$ cat config.mk
export PLATFORM = sky130hd
export DESIGN_NAME = sr_bank_driver
export DESIGN_NICKNAME = d
export VERILOG_FILES = /design/src/rtl/sr_bank_driver.sv
export SDC_FILE = /design/constraint.sdc
export NUM_CORES = 1
export LEC_CHECK = 0
export CAP_MARGIN = 20
export CORE_UTILIZATION = 35
export DETAILED_ROUTE_END_ITERATION = 8
export SLEW_MARGIN = 20
export SYNTH_ARGS = -nofsm -noshare
export SYNTH_HDL_FRONTEND = slang
export SYNTH_SLANG_ARGS = --single-unit
$ cat constraint.sdc
create_clock -name clk -period 5.62 [get_ports clk]
set_input_delay 1.124 -clock clk [delete_from_list [all_inputs] [get_ports clk]]
set_output_delay 1.124 -clock clk [all_outputs]
set_load 0.005 [all_outputs]
$ cat src/rtl/sr_bank_driver.sv
// Serial driver for a bank of SR flip-flops: walks one bit per cycle through the
// excitation table, lets the bank settle, then verifies the feedback against the target.
module sr_bank_driver #(
  parameter int WIDTH = 8
) (
  input  logic             clk,
  input  logic             rst_n,
  input  logic             in_valid,
  input  logic [WIDTH-1:0] in_data,
  output logic             in_ready,
  output logic [WIDTH-1:0] s_o,
  output logic [WIDTH-1:0] r_o,
  input  logic [WIDTH-1:0] fb_q,
  output logic             busy,
  output logic             done,
  output logic             err
);
  localparam int IW = (WIDTH > 1) ? $clog2(WIDTH) : 1;

  typedef enum logic [1:0] {IDLE, DRIVE, SETTLE, CHECK} state_t;

  state_t           state, state_nx;
  logic [WIDTH-1:0] target, target_nx;
  logic [WIDTH-1:0] model, model_nx;
  logic [WIDTH-1:0] s_nx, r_nx;
  logic [IW-1:0]    idx, idx_nx;
  logic             drv_en;
  logic [IW-1:0]    drv_idx;
  logic [WIDTH-1:0] drv_t;
  logic             match;

  assign match = (fb_q == target);

  // s_o/r_o are registered, so each edge precomputes the command for the bit
  // that the next cycle will own; state, idx and the command line up in time.
  always_comb begin
    state_nx  = state;
    target_nx = target;
    model_nx  = model;
    idx_nx    = idx;
    drv_en    = 1'b0;
    drv_idx   = '0;
    drv_t     = target;
    s_nx      = '0;
    r_nx      = '0;
    case (state)
      IDLE: begin
        if (in_valid && in_ready) begin
          target_nx = in_data;
          idx_nx    = '0;
          state_nx  = DRIVE;
          drv_en    = 1'b1;
          drv_t     = in_data;
        end
      end
      DRIVE: begin
        if (idx == IW'(WIDTH - 1)) begin
          state_nx = SETTLE;
        end else begin
          idx_nx  = idx + 1'b1;
          drv_en  = 1'b1;
          drv_idx = idx + 1'b1;
        end
      end
      SETTLE: state_nx = CHECK;
      CHECK: begin
        // on mismatch, resync the model to what the bank really holds
        model_nx = match ? target : fb_q;
        state_nx = IDLE;
      end
      default: state_nx = IDLE;
    endcase
    if (drv_en) begin
      s_nx[drv_idx] =  drv_t[drv_idx] & ~model[drv_idx];
      r_nx[drv_idx] = ~drv_t[drv_idx] &  model[drv_idx];
    end
  end

  always_ff @(posedge clk or negedge rst_n) begin
    if (!rst_n) begin
      state    <= IDLE;
      target   <= '0;
      model    <= '0;
      idx      <= '0;
      s_o      <= '0;
      r_o      <= '0;
      in_ready <= 1'b0;
      busy     <= 1'b0;
    end else begin
      state    <= state_nx;
      target   <= target_nx;
      model    <= model_nx;
      idx      <= idx_nx;
      s_o      <= s_nx;
      r_o      <= r_nx;
      in_ready <= (state_nx == IDLE);
      busy     <= (state_nx != IDLE);
    end
  end

  // fb_q only matters while in CHECK; both pulses are forced low elsewhere
  assign done = (state == CHECK) &&  match;
  assign err  = (state == CHECK) && !match;

endmodule
==> results.json, run 1 <==
{
  "status": "completed",
  "slew_headroom_pct": 42.40,
  "rsz0062_at_grt": "no",
  "synthToLayoutAreaGrowth_pct": 27.24,
  "vias_per_cell": 5.004,
  "ios": 39,
  "numCtsBuffers": 5,
  "syn-mean-instance-area_um2": 13.25,
  "vias": 1251,
  "ys_seq_elements": 39,
  "final_common_cell": "dfrtp_1",
  "cts_tree": "yes",
  "route.detailed.drc": 0,
  "synth_area_mm2": 0.001856,
  "clk_pin_slew_worst_paths_ns": 0.07,
  "ant_nets": 0,
  "antenna_found_initial": 0,
  "port_buffers": 38,
  "cts_resized": 0,
  "yosysWarnings": 0,
  "grt_max_degree": 40,
  "final_area_mm2": 0.002361,
  "die_w_um": 74.81,
  "ctsHoldBuffers": 0,
  "worst_pin_slew_ns": 0.8640,
  "layout_common_cells": "dfrtp_1 (39), clkdlybuf4s50_1 (37), mux2_2 (18)",
  "nets": 200,
  "drtPass1Iterations": 2,
  "criticalPathCategory": "input pin to primary output",
  "cts_root_buffer": "clkbuf_8",
  "post-cts-setup-buffer-count": 0,
  "fin_setup_tns_ns": 0,
  "n_fill_cell": 464,
  "setup_viol": 0,
  "clock_sinks": 39,
  "syn_nets": 161,
  "start_util_pct": 36.33,
  "overflow": 0,
  "grt_use_total_pct": 14.61,
  "drv_cap": 0,
  "clock_latency_ns": 0.29,
  "layout-drive-gt1-share_pct": 23.33,
  "fmax_mhz": 265.3,
  "hpwl_um": 2649,
  "grt_pass1_wl_um": 6065,
  "worstSetupStartpointType": "input pin",
  "die_y_um": 74.81,
  "slew_violations": 0,
  "cp_max_fo": 2,
  "core_mm2": 0.005107,
  "rows": 26,
  "fin_skew_ns": 0.008329,
  "period_needed_ns": 3.769,
  "cp-end-kind": "primary output",
  "h-tree-depth": 2,
  "synth_cell_type_count": 38,
  "ir_drop_uv": 206.5,
  "grt_pass1_vias": 1251,
  "hold_violations": 0,
  "powerDensity_mw_per_mm2": 546.9,
  "worstPathRequired_ns": 4.50,
  "p_leak_nw": 0.9947,
  "ctsLongestPathBuffers": 2,
  "drtIter0Drc": 28,
  "holdCritPathClass": "register to register",
  "finalWirelength_um": 3582,
  "diodes": 0,
  "finalCritPeriodShare_pct": 67.06,
  "dpl_cell_area_mm2": 0.002261,
  "place_congestion": 0.8218,
  "arrival_ns": 2.64,
  "wl_per_cell_um": 14.33,
  "syn_inst": 140,
  "ys_seq_area_share_pct": 52.60,
  "fp.dieArea_mm2": 0.005597
}
[stage by stage]
stage          std cells  worst slack (ns)  util, %  hold WS (ns)  power [mW]
6_report             250             1.851    46.23        0.5011       1.291
3_5_place_dp         242             1.875    44.27        0.4717       1.094
3_3_place_gp         242             1.855    44.27        0.4707       1.075
2_1_floorplan        140             2.918        -        0.4511      0.9742
5_1_grt              250             1.695    46.23        0.5245       1.384
4_1_cts              250             1.853    46.23        0.4889       1.297
[state kept, by name, summed over array words and instances, names as in the netlist]
register / cells
model: 8
r_o: 8
in_ready: 1
target: 8
s_o: 8
idx: 3
state: 2
busy: 1
[Yosys cell counts]
| master | count | area share (%) |
|---|---|---|
| dfrtp_1 | 39 | 53 |
| mux2_2 | 18 | 11 |
| nand2_1 | 11 | 2.2 |
| xnor2_1 | 8 | 3.8 |
| and3_1 | 7 | 2.4 |
| nor3_1 | 4 | 1.1 |
| nor3b_2 | 4 | 2.7 |
| a22oi_1 | 3 | 1.2 |
| and4_1 | 3 | 1.4 |
| buf_6 | 3 | 1.8 |
| mux4_2 | 3 | 3.6 |
| nor2_1 | 3 | 0.61 |
| ha_1 | 2 | 1.3 |
| inv_1 | 2 | 0.40 |
| nand2b_1 | 2 | 0.67 |
| nand3_1 | 2 | 0.54 |
| nand4_1 | 2 | 0.67 |
| nor2b_1 | 2 | 0.67 |
| nor4_2 | 2 | 1.3 |
| or3b_2 | 2 | 0.94 |
| a221oi_1 | 1 | 0.47 |
| a22o_1 | 1 | 0.47 |
| a31oi_1 | 1 | 0.34 |
| and2_1 | 1 | 0.34 |
| and4bb_4 | 1 | 0.88 |
| buf_2 | 1 | 0.27 |
| buf_8 | 1 | 0.81 |
| clkbuf_1 | 1 | 0.20 |
| mux2i_1 | 1 | 0.54 |
| nand4bb_1 | 1 | 0.61 |
| nor2_4 | 1 | 0.61 |
| nor3_2 | 1 | 0.54 |
| nor3b_1 | 1 | 0.40 |
| nor4_1 | 1 | 0.34 |
| o211a_1 | 1 | 0.54 |
| o211ai_1 | 1 | 0.40 |
| o21ba_2 | 1 | 0.54 |
| or4b_4 | 1 | 0.74 |
[power breakdown]
group / leakage, nW / total (mW) / internal (mW) / switching, mW
Sequential: 0.496 / 0.461 / 0.384 / 0.0770
Clock: 0.0515 / 0.204 / 0.112 / 0.0917
Combinational: 0.447 / 0.626 / 0.294 / 0.332
Total: 0.995 / 1.29 / 0.790 / 0.501
[critical path, cell delays in order]
cell             delay [ns]
clkdlybuf4s50_1        0.49
xnor2_1                0.13
nand4_1                0.15
nor3_1                 0.21
clkdlybuf4s50_1        0.54
[routing by layer]
layer	GRT usage, %	wire, um	part of all wire (%)
met1	19.76	1717	48
met2	23.22	1666	47
met3	2.945	160	4.5
met4	5.660	38	1.1
met5	0	0	0
[cell families after synthesis]
family | count (synthesis) | share of synthesized area, %
AO/OA/AOI/OAI | 9 | 3.979
XOR/XNOR | 8 | 3.776
adder cells (fa/ha/maj) | 2 | 1.348
buffers and inverters | 8 | 3.506
flip-flops | 39 | 52.60
multiplexers | 22 | 15.10
AND/OR/NAND/NOR | 52 | 19.69
[final cells by class]
class	instances	area [um^2]	area share (%)
clock buffer	8	100.1	4.240
sequential	39	975.9	41.34
tap	70	87.58	3.710
timing repair buffer	38	375.4	15.90
multi-input combinational	93	814.5	34.50
inverter	2	7.507	0.3180
[path summary, 6_finish.rpt]
path	start	to	slack, ns	cells past startpoint
hold / removal	idx[1]	idx[1]	0.50	2
hold reg to reg	idx[1]	idx[1]	0.50	2
max in group asynchronous	rst_n	idx[0]	4.13	1
setup / recovery	fb_q[2]	done	1.85	5
setup reg to reg	idx[0]	r_o[7]	2.49	6
min in group asynchronous	rst_n	s_o[1]	0.94	1
No activity file was read; power rests on OpenSTA's default activity.
==> run 2, diff against run 1 <==
==> constraint.sdc (replaced) <==
create_clock -name clk -period 3.3 [get_ports clk]
set_input_delay 0.66 -clock clk [delete_from_list [all_inputs] [get_ports clk]]
set_output_delay 0.66 -clock clk [all_outputs]
set_load 0.005 [all_outputs]
==> results.json, run 2 (synthesized netlist as in run 1, its figures left out) <==
{
  "stdcell_count": 253,
  "cts_resized": 0,
  "finalWirelength_um": 3520,
  "hpwl_um": 2673,
  "vias_per_cell": 4.901,
  "crit_family": "buffers and inverters",
  "arrival_ns": 2.20,
  "core_mm2": 0.005107,
  "wl_per_cell_um": 13.91,
  "place_congestion": 0.7964,
  "synthToLayoutAreaGrowth_pct": 28.46,
  "criticalPathCategory": "input pin to primary output",
  "slew_violations": 0,
  "fmax_mhz": 350.0,
  "grt_use_total_pct": 14.36,
  "fin_setup_tns_ns": 0,
  "rows": 26,
  "die_w_um": 74.81,
  "drtIter0Drc": 37,
  "fin_skew_ns": 0.006227,
  "cts_root_buffer": "clkbuf_8",
  "crit_top_cell": "clkdlybuf4s50_1",
  "cpMaxStageDelayCell": "clkdlybuf4s50_1",
  "numCtsBuffers": 5,
  "p_leak_nw": 1.009,
  "dpl_cell_area_mm2": 0.002283,
  "die_y_um": 74.81,
  "cp_max_fo": 2,
  "cp-end-kind": "primary output",
  "start_util_pct": 36.33,
  "path_cells": "clkdlybuf4s50_1 -> xnor2_1 -> nand4_1 -> nor3_1 -> clkdlybuf4s50_1",
  "ctsLongestPathBuffers": 2,
  "layout_common_cells": "dfrtp_1 (39), clkdlybuf4s50_1 (37), mux2_2 (18)",
  "overflow": 0,
  "final_area_mm2": 0.002384,
  "r2r_slack_ns": 0.67,
  "drtPass1Iterations": 4,
  "nets": 203,
  "ant_nets": 0,
  "drv_cap": 0,
  "status": "completed",
  "final_common_cell": "dfrtp_1",
  "worstSetupStartpointType": "input pin",
  "route.detailed.drc": 0,
  "holdCritPathClass": "input pin to async pin",
  "grt_pass1_vias": 1198,
  "worstPathRequired_ns": 2.64,
  "cts_tree": "yes",
  "utilization_pct": 46.67,
  "clock_latency_ns": 0.29,
  "cpPeakStageDelay_ns": 0.54,
  "crit_buf_inv": 2,
  "ctsHoldBuffers": 0,
  "post-cts-setup-buffer-count": 0,
  "slew_headroom_pct": 44.10,
  "hold_violations": 0,
  "period_needed_ns": 2.857,
  "dp_cells": 245,
  "powerDensity_mw_per_mm2": 936.9,
  "vias": 1240,
  "diodes": 0,
  "ios": 39,
  "fp.dieArea_mm2": 0.005597,
  "layout-drive-gt1-share_pct": 24.59,
  "ir_drop_uv": 385.8,
  "finalCritPeriodShare_pct": 86.58,
  "grt_max_degree": 40,
  "grt_pass1_wl_um": 5878,
  "setup_viol": 0,
  "worst_pin_slew_ns": 0.8385,
  "antenna_found_initial": 0,
  "clock_sinks": 39,
  "port_buffers": 38,
  "clk_pin_slew_worst_paths_ns": 0.07,
  "h-tree-depth": 2,
  "rsz0062_at_grt": "no"
}
## run 2: layer usage
metal | track usage (%) | up-vias | part of all wire [%]
met1 | 19.45 | 604 | 48
met4 | 5.241 | 0 | 1.4
li1 | - | 594 | -
met3 | 4.150 | 5 | 4.6
met2 | 22.02 | 37 | 46
met5 | 0 | - | 0
## run 2: cell type report
cell class,count,area [um^2]
Inverter,2,7.507
Multi-Input combinational cell,93,814.5
Fill cell,478,2724
Clock buffer,8,100.1
Tap cell,70,87.58
Timing Repair Buffer,41,397.9
Sequential cell,39,975.9
## run 2: final timing paths
check,startpoint,end,depth (start not counted)
setup / recovery,fb_q[2],done,5
hold / removal,rst_n,r_o[3],1
setup reg to reg,idx[0],r_o[5],7
hold reg to reg,idx[1],idx[1],2
max in group asynchronous,rst_n,target[3],1
min in group clk,idx[1],idx[1],2
## run 2: per-stage QoR
step | hold WS [ns] | worst slack, ns | total power [mW]
3_3_place_gp | 0.4701 | 0.4633 | 1.877
6_report | 0.4726 | 0.4429 | 2.233
2_1_floorplan | 0.3644 | 1.026 | 1.659
3_5_place_dp | 0.4730 | 0.4642 | 1.904
4_1_cts | 0.4989 | 0.4418 | 2.252
5_1_grt | 0.5059 | 0.3130 | 2.407
## run 2: power breakdown
| part | total [mW] | switching (mW) | internal (mW) |
|---|---|---|---|
| logic | 1.12 | 0.580 | 0.541 |
| clock network | 0.345 | 0.155 | 0.191 |
| registers | 0.767 | 0.112 | 0.655 |
| total | 2.23 | 0.847 | 1.39 |
## run 2: worst reg2reg max path, cell delays in order, from the launching register on
cell and delay, ns:
dfrtp_1 0.39, ha_1 0.21, ha_1 0.56, mux4_2 0.57, a22oi_1 0.21, and3_1 0.17
buf_4 0.21, and4_1 0.23
==> run 3, diff against run 2 <==
--- a/config.mk
+++ b/config.mk
@@ -6,8 +6,9 @@
 export NUM_CORES = 1
 export LEC_CHECK = 0
 export CAP_MARGIN = 20
-export CORE_UTILIZATION = 35
+export CORE_UTILIZATION = 45
 export DETAILED_ROUTE_END_ITERATION = 8
+export PLACE_DENSITY = 0.75
 export SLEW_MARGIN = 20
 export SYNTH_ARGS = -nofsm -noshare
 export SYNTH_HDL_FRONTEND = slang
==> results.json, run 3 (synthesized netlist as in run 1, its figures left out) <==
{
  "status": "completed",
  "fin_setup_tns_ns": 0,
  "antenna_found_initial": 0,
  "hold_violations": 0,
  "fmax_mhz": 352.3,
  "cts_root_buffer": "clkbuf_8",
  "whs_ns": 0.4989,
  "ant_nets": 0,
  "criticalPathCategory": "input pin to primary output",
  "reg2regPathDepth": 7,
  "fin_skew_ns": 0.003856,
  "ctsHoldBuffers": 0,
  "min_delay_path_depth": 2,
  "die_y_um": 66.22,
  "vias": 1240,
  "slew_violations": 0,
  "clock_latency_ns": 0.29,
  "vias_per_cell": 5.322,
  "synthToLayoutAreaGrowth_pct": 27.17,
  "slew_headroom_pct": 37.21,
  "rsz0062_at_grt": "no",
  "wl_per_cell_um": 14.61,
  "route.detailed.drc": 0,
  "drtPass1Iterations": 4,
  "p_leak_nw": 1.015,
  "fp.dieArea_mm2": 0.004384,
  "diodes": 0,
  "cp_max_fo": 2,
  "utilization_pct": 62.12,
  "holdCritPathClass": "register to register",
  "place_congestion": 0.8708,
  "grt_pass1_vias": 1198,
  "worstPathRequired_ns": 2.64,
  "period_needed_ns": 2.839,
  "cts_resized": 0,
  "numCtsBuffers": 5,
  "layout_common_cells": "dfrtp_1 (39), clkdlybuf4s50_1 (38), mux2_2 (18)",
  "grt_pass1_wl_um": 5699,
  "layout-drive-gt1-share_pct": 25.41,
  "drtIter0Drc": 38,
  "drv_cap": 0,
  "grt_use_total_pct": 17.98,
  "nets": 205,
  "clk_pin_slew_worst_paths_ns": 0.07,
  "arrival_ns": 2.18,
  "cts_tree": "yes",
  "core_mm2": 0.003799,
  "dp_cells": 225,
  "rows": 22,
  "hpwl_um": 2653,
  "finalWirelength_um": 3403,
  "report.power.total_mw": 2.189,
  "post-cts-setup-buffer-count": 0,
  "finalCritPeriodShare_pct": 86.02,
  "clock_sinks": 39,
  "h-tree-depth": 2,
  "n_fill_cell": 285,
  "final_common_cell": "dfrtp_1",
  "ir_drop_uv": 459.9,
  "powerDensity_mw_per_mm2": 927.8,
  "ios": 39,
  "die_w_um": 66.22,
  "overflow": 0,
  "worstSetupStartpointType": "input pin",
  "start_util_pct": 48.85,
  "port_buffers": 38,
  "cp-end-kind": "primary output",
  "ctsLongestPathBuffers": 2,
  "setup_viol": 0,
  "stdcell_count": 233,
  "worst_pin_slew_ns": 0.9389,
  "grt_max_degree": 24
}
-- run 3: cell types whose count changed in the layout (fill, tap and decap cells not counted) --
| cell | delta |
|---|---|
| buf_2 | -1 |
| buf_4 | +2 |
| clkbuf_1 | -1 |
| clkbuf_8 | -2 |
| clkdlybuf4s50_1 | +1 |
| clkinv_2 | +3 |
-- run 3: through the flow --
stage	area (um^2)	setup WS [ns]
global placement	2276	0.4869
CTS	2360	0.4434
floorplan	1856	1.026
global route	2360	0.3549
detailed placement	2276	0.4628
finish	2360	0.4612
-- run 3: worst paths after layout --
kind,to,start,slack (ns)
hold reg to reg,idx[1],idx[1],0.50
min in group asynchronous,r_o[0],rst_n,0.89
setup reg to reg,r_o[5],idx[0],0.62
setup / recovery,done,fb_q[4],0.46
max in group asynchronous,target[7],rst_n,1.67
hold / removal,idx[1],idx[1],0.50
-- run 3: critical path: stages --
cell and delay, ns:
clkdlybuf4s50_1 0.52, xnor2_1 0.13, nand4_1 0.15, nor3_1 0.18, clkdlybuf4s50_1 0.54
-- run 3: area by class of cell --
| cell class | count | area (um^2) | area share [%] |
|---|---|---|---|
| sequential | 39 | 975.9 | 41.36 |
| multi-input combinational | 93 | 814.5 | 34.52 |
| timing repair buffer | 43 | 417.9 | 17.71 |
| clock buffer | 5 | 68.82 | 2.916 |
| tap | 48 | 60.06 | 2.545 |
| clock inverter | 3 | 15.01 | 0.6363 |
| inverter | 2 | 7.507 | 0.3181 |
-- run 3: power breakdown --
group,total (mW),internal (mW),switching (mW)
combinational,1.11,0.546,0.561
clock,0.299,0.144,0.155
sequential,0.784,0.655,0.129
total,2.19,1.35,0.844
-- run 3: per-layer routing --
metal | vias up | global-route usage, % | part of all wire [%]
li1 | 596 | - | -
met1 | 596 | 21.88 | 44
met2 | 41 | 29.08 | 49
met3 | 7 | 6.034 | 5.6
met4 | 0 | 7.447 | 1.6
met5 | - | 0 | 0
